### config.mk
export PLATFORM = sky130hd
export DESIGN_NAME = ddr2_rd_scheduler
export DESIGN_NICKNAME = d
export VERILOG_FILES = /design/src/rtl/ddr2_rd_sched_pkg.sv /design/src/rtl/ddr2_rd_credit_cnt.sv /design/src/rtl/ddr2_rd_scheduler.sv
export SDC_FILE = /design/constraint.sdc
export NUM_CORES = 1
export LEC_CHECK = 0
export BUFFER_PORTS_ARGS = -buffer_cell sky130_fd_sc_hd__clkbuf_2
export CORE_MARGIN = 4
export CORE_UTILIZATION = 59
export DETAILED_ROUTE_END_ITERATION = 7
export HOLD_SLACK_MARGIN = 0.12
export PLACE_DENSITY = 0.87
export SLEW_MARGIN = 15
export SYNTH_ARGS = -nofsm -noshare
export SYNTH_HDL_FRONTEND = slang
export SYNTH_SLANG_ARGS = --single-unit
### constraint.sdc
create_clock -name clk -period 7.8 [get_ports clk]
set_input_delay 0.39 -clock clk [delete_from_list [all_inputs] [get_ports clk]]
set_output_delay 0.39 -clock clk [all_outputs]
set_load 0.05 [all_outputs]
### src/rtl/ddr2_rd_sched_pkg.sv
// ddr2_rd_sched_pkg: shared state encoding, command code and width helper for the DDR2 read scheduler
package ddr2_rd_sched_pkg;

    typedef enum logic [1:0] {
        IDLE  = 2'd0,
        ISSUE = 2'd1,
        DRAIN = 2'd2,
        DONE  = 2'd3
    } state_e;

    localparam logic [2:0] CMD_READ = 3'b001;

    function automatic int clog2(input int v);
        int r;
        r = 0;
        for (int i = 0; i < 31; i++)
            if ((1 << i) < v) r = i + 1;
        return r;
    endfunction

endpackage

### src/rtl/ddr2_rd_credit_cnt.sv
// ddr2_rd_credit_cnt: read-beat counter and issued-but-unreturned burst counter
module ddr2_rd_credit_cnt
    import ddr2_rd_sched_pkg::*;
#(
    parameter int BEATS_PER_BURST = 2,
    parameter int MAX_OUTSTANDING = 8,
    parameter int OW              = clog2(MAX_OUTSTANDING) + 1
) (
    input  logic          clk,
    input  logic          reset_n,
    input  logic          issue_i,
    input  logic          beat_i,
    output logic [OW-1:0] outstanding_o,
    output logic          beat_zero_o
);

    localparam int BW = (clog2(BEATS_PER_BURST) > 0) ? clog2(BEATS_PER_BURST) : 1;

    logic [BW-1:0] beat_q, beat_d;
    logic [OW-1:0] out_q, out_d;
    logic          ret, inc, dec;

    // A burst returns on the beat that wraps the counter; a return with nothing outstanding is dropped
    always_comb begin
        ret    = beat_i && (beat_q == BW'(BEATS_PER_BURST - 1));
        beat_d = beat_i ? (ret ? '0 : beat_q + BW'(1)) : beat_q;
        inc    = issue_i && (out_q < OW'(MAX_OUTSTANDING));
        dec    = ret && (out_q != '0);
        out_d  = (inc && !dec) ? out_q + OW'(1) : (!inc && dec) ? out_q - OW'(1) : out_q;
    end

    // Counter state registers
    always_ff @(posedge clk or negedge reset_n) begin
        if (!reset_n) begin
            beat_q <= '0;
            out_q  <= '0;
        end else begin
            beat_q <= beat_d;
            out_q  <= out_d;
        end
    end

    assign outstanding_o = out_q;
    assign beat_zero_o   = (beat_q == '0);

endmodule

### src/rtl/ddr2_rd_scheduler.sv
// ddr2_rd_scheduler: issues MIG read commands for one job at a time with credit-based throttling; optional counters under DDR2_RD_SCHED_STATS_EN
module ddr2_rd_scheduler
    import ddr2_rd_sched_pkg::*;
#(
    parameter int ADDR_WIDTH      = 31,
    parameter int LEN_WIDTH       = 16,
    parameter int BEATS_PER_BURST = 2,
    parameter int ADDR_STEP       = 4,
    parameter int MAX_OUTSTANDING = 8
) (
    input  logic                              clk,
    input  logic                              reset_n,
    input  logic                              req_valid,
    output logic                              req_ready,
    input  logic [ADDR_WIDTH-1:0]             req_addr,
    input  logic [LEN_WIDTH-1:0]              req_len,
    input  logic                              af_afull,
    output logic                              app_af_wren,
    output logic [2:0]                        app_af_cmd,
    output logic [ADDR_WIDTH-1:0]             app_af_addr,
    input  logic                              rd_data_valid,
    input  logic                              fifo_almost_full,
    output logic [clog2(MAX_OUTSTANDING):0]   outstanding,
`ifdef DDR2_RD_SCHED_STATS_EN
    output logic [31:0]                       stall_cycles,
    output logic [31:0]                       burst_count,
`endif
    output logic                              busy,
    output logic                              done
);

    localparam int OW = clog2(MAX_OUTSTANDING) + 1;

    state_e                  state_q, state_d;
    logic [ADDR_WIDTH-1:0]   addr_q, af_addr_q;
    logic [LEN_WIDTH-1:0]    rem_q;
    logic                    wren_q, done_q, busy_q, ready_q;
    logic                    issue, beat_zero;

    ddr2_rd_credit_cnt #(
        .BEATS_PER_BURST(BEATS_PER_BURST),
        .MAX_OUTSTANDING(MAX_OUTSTANDING),
        .OW             (OW)
    ) u_credit (
        .clk          (clk),
        .reset_n      (reset_n),
        .issue_i      (issue),
        .beat_i       (rd_data_valid),
        .outstanding_o(outstanding),
        .beat_zero_o  (beat_zero)
    );

    // Issue qualifier and next-state selection
    always_comb begin
        issue   = (state_q == ISSUE) && !af_afull && !fifo_almost_full && (outstanding < OW'(MAX_OUTSTANDING));
        state_d = state_q;
        case (state_q)
            IDLE:    if (req_valid) state_d = (req_len == '0) ? DONE : ISSUE;
            ISSUE:   if (issue && rem_q == LEN_WIDTH'(1)) state_d = DRAIN;
            DRAIN:   if (outstanding == '0 && beat_zero) state_d = DONE;
            default: state_d = IDLE;
        endcase
    end

    // FSM, address generation and registered outputs
    always_ff @(posedge clk or negedge reset_n) begin
        if (!reset_n) begin
            state_q   <= IDLE;
            addr_q    <= '0;
            rem_q     <= '0;
            af_addr_q <= '0;
            wren_q    <= 1'b0;
            done_q    <= 1'b0;
            busy_q    <= 1'b0;
            ready_q   <= 1'b1;
        end else begin
            state_q <= state_d;
            busy_q  <= (state_d != IDLE);
            ready_q <= (state_d == IDLE);
            done_q  <= (state_q == DONE);
            wren_q  <= issue;
            if (state_q == IDLE && req_valid) begin
                addr_q <= req_addr;
                rem_q  <= req_len;
            end
            if (issue) begin
                af_addr_q <= addr_q;
                addr_q    <= addr_q + ADDR_WIDTH'(ADDR_STEP);
                rem_q     <= rem_q - LEN_WIDTH'(1);
            end
        end
    end

`ifdef DDR2_RD_SCHED_STATS_EN
    logic [31:0] stall_q, burst_q;

    // Stall counter saturates; burst counter wraps
    always_ff @(posedge clk or negedge reset_n) begin
        if (!reset_n) begin
            stall_q <= '0;
            burst_q <= '0;
        end else begin
            if (state_q == ISSUE && !issue && stall_q != '1) stall_q <= stall_q + 32'd1;
            if (issue) burst_q <= burst_q + 32'd1;
        end
    end

    assign stall_cycles = stall_q;
    assign burst_count  = burst_q;
`endif

    assign req_ready   = ready_q;
    assign app_af_wren = wren_q;
    assign app_af_cmd  = CMD_READ;
    assign app_af_addr = af_addr_q;
    assign busy        = busy_q;
    assign done        = done_q;

endmodule

==> impl_results.md, run 1 <==
- Core area: 7331 µm²
- Synthesized area: 4494 µm²
- H-tree Lvls: 3
- Slowest CP cell: clkinv_2
- Final Instance Count excl. Fillers: 680
- RR Endpoint: u_credit.outstanding_o[3]$_DFFE_PN0P_
- FF-to-FF path depth: 12
- Number of global-route vias before repair: 3840
- Syn avg cell area: 8.953 µm²
- Data arrival time of the worst path: 4.17 ns
- Fin nets: 636
- Minimum clock period: 3.918 ns
- Synth cell types: 57
- Setup violations, final: 0
- Final setup TNS: 0 ns
- Slew Viols, Final: 0
- # DRC: 0
- Worst slew pin tran: 0.8090 ns
- Cells after Synth: 502
- Input/output buffers: 91
- CP Launch Type: register
- DP HPWL: 7.330 mm
- RD Place Congestion: 0.8231
- Multi-input combinational cell area: 2078 µm²
- Crit Path Category: reg2reg
- Starting DRT DRC Count: 406
- Leakage: 2.529 nW
- Reg-to-Reg Start: state_q[1]$_DFF_PN0_
- Rel. slew slack: 0.4607
- Commonest non-fill, non-tap cell in the layout: nand2_1
- CP Capture Type: register
- Root Buffer: clkbuf_8
- Die width: 95.28 µm
- Avg WL per Cell: 16.31 µm
- Top FF cell, synth: dfrtp_1
- Vias per cell: 6.043
- DIE AREA: 9078 µm²
- Setup bufs post-CTS: 0
- Vias: 4109
- CTS tree: done
- Worst hold path type: in2async
- Pre-Repair DR Iteration Count: 5
- Clk_skew: 0.01202 ns
- Final hold violations: 0
- Placement Setup Slack: 3.900 ns
- Drt total wl: 11.09 mm
- Top cell by count, worst path: ha_1
- Synth warnings: 0
- Tot GR Track Use: 0.2537
- Global-route wire length before repair: 18.11 mm
- Status: complete, no violations
- CP max FO: 82
- Antenna cells: 0
- Critical Path RT: 8.05 ns
- Final Power: 2.138 mW
- Final core occ: 0.7085
- Cts hold-fix bufs: 0
- Antenna violations before repair: 0
- Chip Height: 95.28 µm
- Power density cells: 411.7 nW/µm²
- Delay-heaviest family, CP: buffers and inverters
- Area Overhead vs Synth: 15.56%
- Most frequent cells in the layout: nand2_1, clkbuf_2, dfrtp_1, o21ai_0, nor2_1
- Clock Sinks: 89
- Crit path buf inv count: 3
- Layout cells sized above 1: 0.2100
- CTS Buf Count: 9
- R2r setup slk: 3.88 ns
- Standard-cell rows: 31
- Clock Tree Buf Depth: 2
- Post-route ant nets: 0
- Clk pin slew, worst setup/hold paths: 0.09 ns
- Cts repair resizes: 0
- Global route overflow: 0
- Crit-path cells: nand2b_1 -> or4_2 -> buf_4 -> clkinv_2 -> ha_1 -> inv_1 -> ha_1 -> a21o_1 -> a21oi_1 -> xnor2_1 -> nor2_1 -> xor2_1
- Peak Freq: 255.2 MHz
- Ys async rst share: 1.000
- Peak supply drop: 0.2731 mV
- Fin crit share: 0.5023
- Dpl cells: 664
- Hold WS: 0.08054 ns
- Register Area: 2228 µm²
- EDFF count, synth: 0
- RSZ-0062 raised after global routing: false
- Largest net degree at the start of global routing: 90
- Register area share after synthesis: 0.4958
- Initial Utilization: 0.6131
- Placed Instance Area: 4946 µm²
- Maxcap violations: 0
- Skew-Pair Late Insertion Delay: 0.36 ns
- IO Pins: 95
- Final WS setup: 3.882 ns
- Final Cell Area: 5194 µm²
- Number of synthesized register bits: 89
- Fill count: 582
- CP peak stage delay: 0.84 ns
[registers in the layout, summed over array words and instances (netlist names)]
signal	cells
u_credit.beat_q	1
u_credit.outstanding_o	4
app_af_wren	1
state_q	2
busy	1
req_ready	1
rem_q	16
app_af_addr	31
done	1
addr_q	31
[Yosys cell counts (6+ instances only)]
cell type	count	area share
nand2_1	146	0.12
dfrtp_1	88	0.49
o21ai_0	27	0.030
clkbuf_1	21	0.018
nor2_1	19	0.016
nand3_1	18	0.020
a21oi_1	16	0.018
nand4_1	14	0.019
a221o_1	12	0.027
nor4_1	12	0.017
o311ai_0	10	0.019
nor3_1	9	0.010
a31oi_1	8	0.011
inv_1	8	0.0067
o211ai_1	7	0.012
a22oi_1	6	0.010
ha_1	6	0.017
[cell families after synthesis]
logic type / Yosys count / synth area share
DFF: 89 / 0.4958
xor gates and xnor gates: 7 / 0.01364
adders and majority gates: 7 / 0.02116
AOI/OAI and AO/OA: 100 / 0.1540
buffers and inverters: 41 / 0.04287
and+or+nand+nor: 254 / 0.2661
other: 2 / 0.001671
muxes: 2 / 0.004733
[worst max path at each step]
stage	start	to	slack, ns	depth (start not counted)
after floorplan	u_credit.outstanding_o[3]$_DFFE_PN0P_	u_credit.outstanding_o[3]$_DFFE_PN0P_	4.71	14
after global placement	state_q[1]$_DFF_PN0_	u_credit.outstanding_o[3]$_DFFE_PN0P_	4.07	12
after detailed placement	state_q[1]$_DFF_PN0_	u_credit.outstanding_o[3]$_DFFE_PN0P_	3.90	12
after CTS	state_q[1]$_DFF_PN0_	u_credit.outstanding_o[3]$_DFFE_PN0P_	3.89	12
after global routing	state_q[1]$_DFF_PN0_	u_credit.outstanding_o[3]$_DFFE_PN0P_	3.54	12
final	state_q[1]$_DFF_PN0_	u_credit.outstanding_o[3]$_DFFE_PN0P_	3.88	12
[report_power, final]
group	internal, mW	leakage, nW	switching (mW)
Sequential	0.648	1.16	0.190
Clock	0.221	0.120	0.168
Combinational	0.279	1.25	0.632
Total	1.15	2.53	0.989
[cell type report]
type	count	share of cell area
Clock buffer	11	0.02722
Clock inverter	5	0.01975
Inverter	9	0.006745
Multi-Input combinational cell	373	0.4001
Sequential cell	89	0.4291
Tap cell	99	0.02385
Timing Repair Buffer	94	0.09323
[routing by layer]
layer	up-vias	GRT usage	share of wire
met4	0	0.07332	0.011
li1	1940	-	-
met3	15	0.05525	0.074
met5	-	0	0
met1	1992	0.3335	0.42
met2	162	0.4233	0.50
No activity file was read; power rests on OpenSTA's default activity.
==> run 2, diff against run 1 <==
--- a/config.mk
+++ b/config.mk
@@ -7,10 +7,10 @@
 export LEC_CHECK = 0
 export BUFFER_PORTS_ARGS = -buffer_cell sky130_fd_sc_hd__clkbuf_2
 export CORE_MARGIN = 4
-export CORE_UTILIZATION = 59
+export CORE_UTILIZATION = 49
 export DETAILED_ROUTE_END_ITERATION = 7
 export HOLD_SLACK_MARGIN = 0.12
-export PLACE_DENSITY = 0.87
+export PLACE_DENSITY = 0.78
 export SLEW_MARGIN = 15
 export SYNTH_ARGS = -nofsm -noshare
 export SYNTH_HDL_FRONTEND = slang
==> constraint.sdc (replaced) <==
create_clock -name clk -period 3.2 [get_ports clk]
set_input_delay 0.16 -clock clk [delete_from_list [all_inputs] [get_ports clk]]
set_output_delay 0.16 -clock clk [all_outputs]
set_load 0.05 [all_outputs]
==> run 2 against run 1 <==
Net effect:
- cell count increased by 9.0%
- worst setup slack got worse by 3.3 ns
- sequential share of layout area decreased by 3.7 points
- sequential cell count unchanged
- clock power increased by 120%
==> impl_results.md, run 2 (synthesis results as in run 1) <==
- Status: complete, no violations
- Rel. slew slack: 0.4510
- Minimum clock period: 2.663 ns
- Skew-Pair Late Insertion Delay: 0.36 ns
- Critical Path RT: 3.44 ns
- Register Area: 2228 µm²
- Final hold violations: 0
- Hold WS: 0.2446 ns
- CTS Buf Count: 9
- Clk pin slew, worst setup/hold paths: 0.08 ns
- Slew Viols, Final: 0
- Power density cells: 910.7 nW/µm²
- Area Overhead vs Synth: 26.61%
- CP Capture Type: register
- Data arrival time of the worst path: 2.90 ns
- Fin nets: 688
- CP Launch Type: register
- Input/output buffers: 91
- Clock Sinks: 89
- Layout cells sized above 1: 0.1975
- R2r setup slk: 0.54 ns
- DP HPWL: 7.830 mm
- Pre-Repair DR Iteration Count: 5
- Antenna cells: 0
- Commonest non-fill, non-tap cell in the layout: nand2_1
- Slowest CP cell: or4_2
- Vias: 4299
- Largest net degree at the start of global routing: 82
- Hold Crit Depth: 3
- Multi-input combinational cell area: 2078 µm²
- Most frequent cells in the layout: nand2_1, clkbuf_2, dfrtp_1, dlygate4sd3_1, o21ai_0
- Worst slew pin tran: 0.8235 ns
- Final setup TNS: 0 ns
- H-tree Lvls: 3
- Peak Freq: 375.5 MHz
- IO Pins: 95
- DIE AREA: 10770 µm²
- Cts repair resizes: 0
- Core area: 8806 µm²
- Tot GR Track Use: 0.2307
- Crit-path cells: nand2b_1 -> or4_2 -> clkinv_2 -> ha_1 -> inv_1 -> ha_1 -> a21o_1 -> a21oi_1 -> xnor2_1 -> nor2_1 -> xor2_1
- Root Buffer: clkbuf_8
- Final WS setup: 0.5370 ns
- Placement Setup Slack: 0.5751 ns
- Die width: 103.8 µm
- Standard-cell rows: 34
- RSZ-0062 raised after global routing: false
- CTS tree: done
- Clock Tree Buf Depth: 2
- CP max FO: 8
- CP peak stage delay: 0.57 ns
- Vias per cell: 5.802
- Chip Height: 103.8 µm
- Worst hold path type: in2reg
- Dpl cells: 676
- Post-route ant nets: 0
- # DRC: 0
- Peak supply drop: 0.8496 mV
- Fin crit share: 0.8322
- RD Place Congestion: 0.8235
- Final core occ: 0.6462
- Top cell by count, worst path: ha_1
- Leakage: 2.741 nW
- Starting DRT DRC Count: 262
- Antenna violations before repair: 0
- Fill count: 716
- Number of global-route vias before repair: 4371
- Global-route wire length before repair: 20.60 mm
- Avg WL per Cell: 16.31 µm
- Crit Path Category: reg2reg
- Setup violations, final: 0
- Final Instance Count excl. Fillers: 741
- FF-to-FF path depth: 11
- Global route overflow: 0
- Maxcap violations: 0
- Drt total wl: 12.08 mm
- Initial Utilization: 0.5104
- Clk_skew: 0.009393 ns
==> run 2: cell count changes in the layout (fill, tap and decap cells not counted) <==
cell           previous run  this run
bufinv_16                 3         2
clkinv_4                  0         1
dlygate4sd3_1             0        49
buf_4                     3         7
clkinv_2                  2         3
clkinvlp_4                1         0
buf_6                     1         0
==> run 2: final timing paths <==
check | start | end
max | state_q[1]$_DFF_PN0_ | u_credit.outstanding_o[3]$_DFFE_PN0P_
min | req_valid | req_ready$_DFF_PN1_
max reg2reg | state_q[1]$_DFF_PN0_ | u_credit.outstanding_o[3]$_DFFE_PN0P_
min reg2reg | addr_q[1]$_DFFE_PN0P_ | app_af_addr[1]$_DFFE_PN0N_
max in group asynchronous | reset_n | req_ready$_DFF_PN1_
min in group asynchronous | reset_n | app_af_addr[24]$_DFFE_PN0N_
==> run 2: critical path, delay by kind of cell, from the launching register on <==
kind	cells	cell delay [ns]
adder cells (fa/ha/maj)	2	0.47
AO/OA/AOI/OAI	2	0.34
buffers and inverters	2	0.17
AND/OR/NAND/NOR	3	0.82
XOR/XNOR	2	0.29
flip-flops	1	0.46
==> run 2: repair_timing <==
| item | 4_1_cts | 5_1_grt |
|---|---|---|
| endpoints found under the hold margin | 82 | 0 |
| buffers inserted | 0 | 0 |
| hold buffers | 49 | 0 |
==> run 2: cell type report <==
class,count,area share
Inverter,9,0.006157
Clock inverter,5,0.01385
Multi-Input combinational cell,373,0.3652
Clock buffer,11,0.02485
Sequential cell,89,0.3916
Tap cell,108,0.02375
Timing Repair Buffer,146,0.1746
==> run 2: metrics by stage <==
step | area, µm² | power, mW
2_1_floorplan | 4498 | 3.698
3_3_place_gp | 4980 | 4.178
3_5_place_dp | 4980 | 4.282
4_1_cts | 5690 | 5.195
5_1_grt | 5690 | 5.548
6_report | 5690 | 5.182
==> run 2: layer usage <==
layer  vias up  track usage  part of all wire
li1       2039            -                 -
met5         -            0                 0
met2       156       0.4047              0.51
met4         0      0.07217             0.014
met3        16      0.04789             0.058
met1      2088       0.2864              0.42
==> run 2: power by group <==
group	leakage [nW]	internal, mW	switching, mW	total (mW)
sequential	1.16	1.58	0.450	2.03
clock	0.113	0.461	0.397	0.858
combinational	1.47	0.726	1.57	2.29
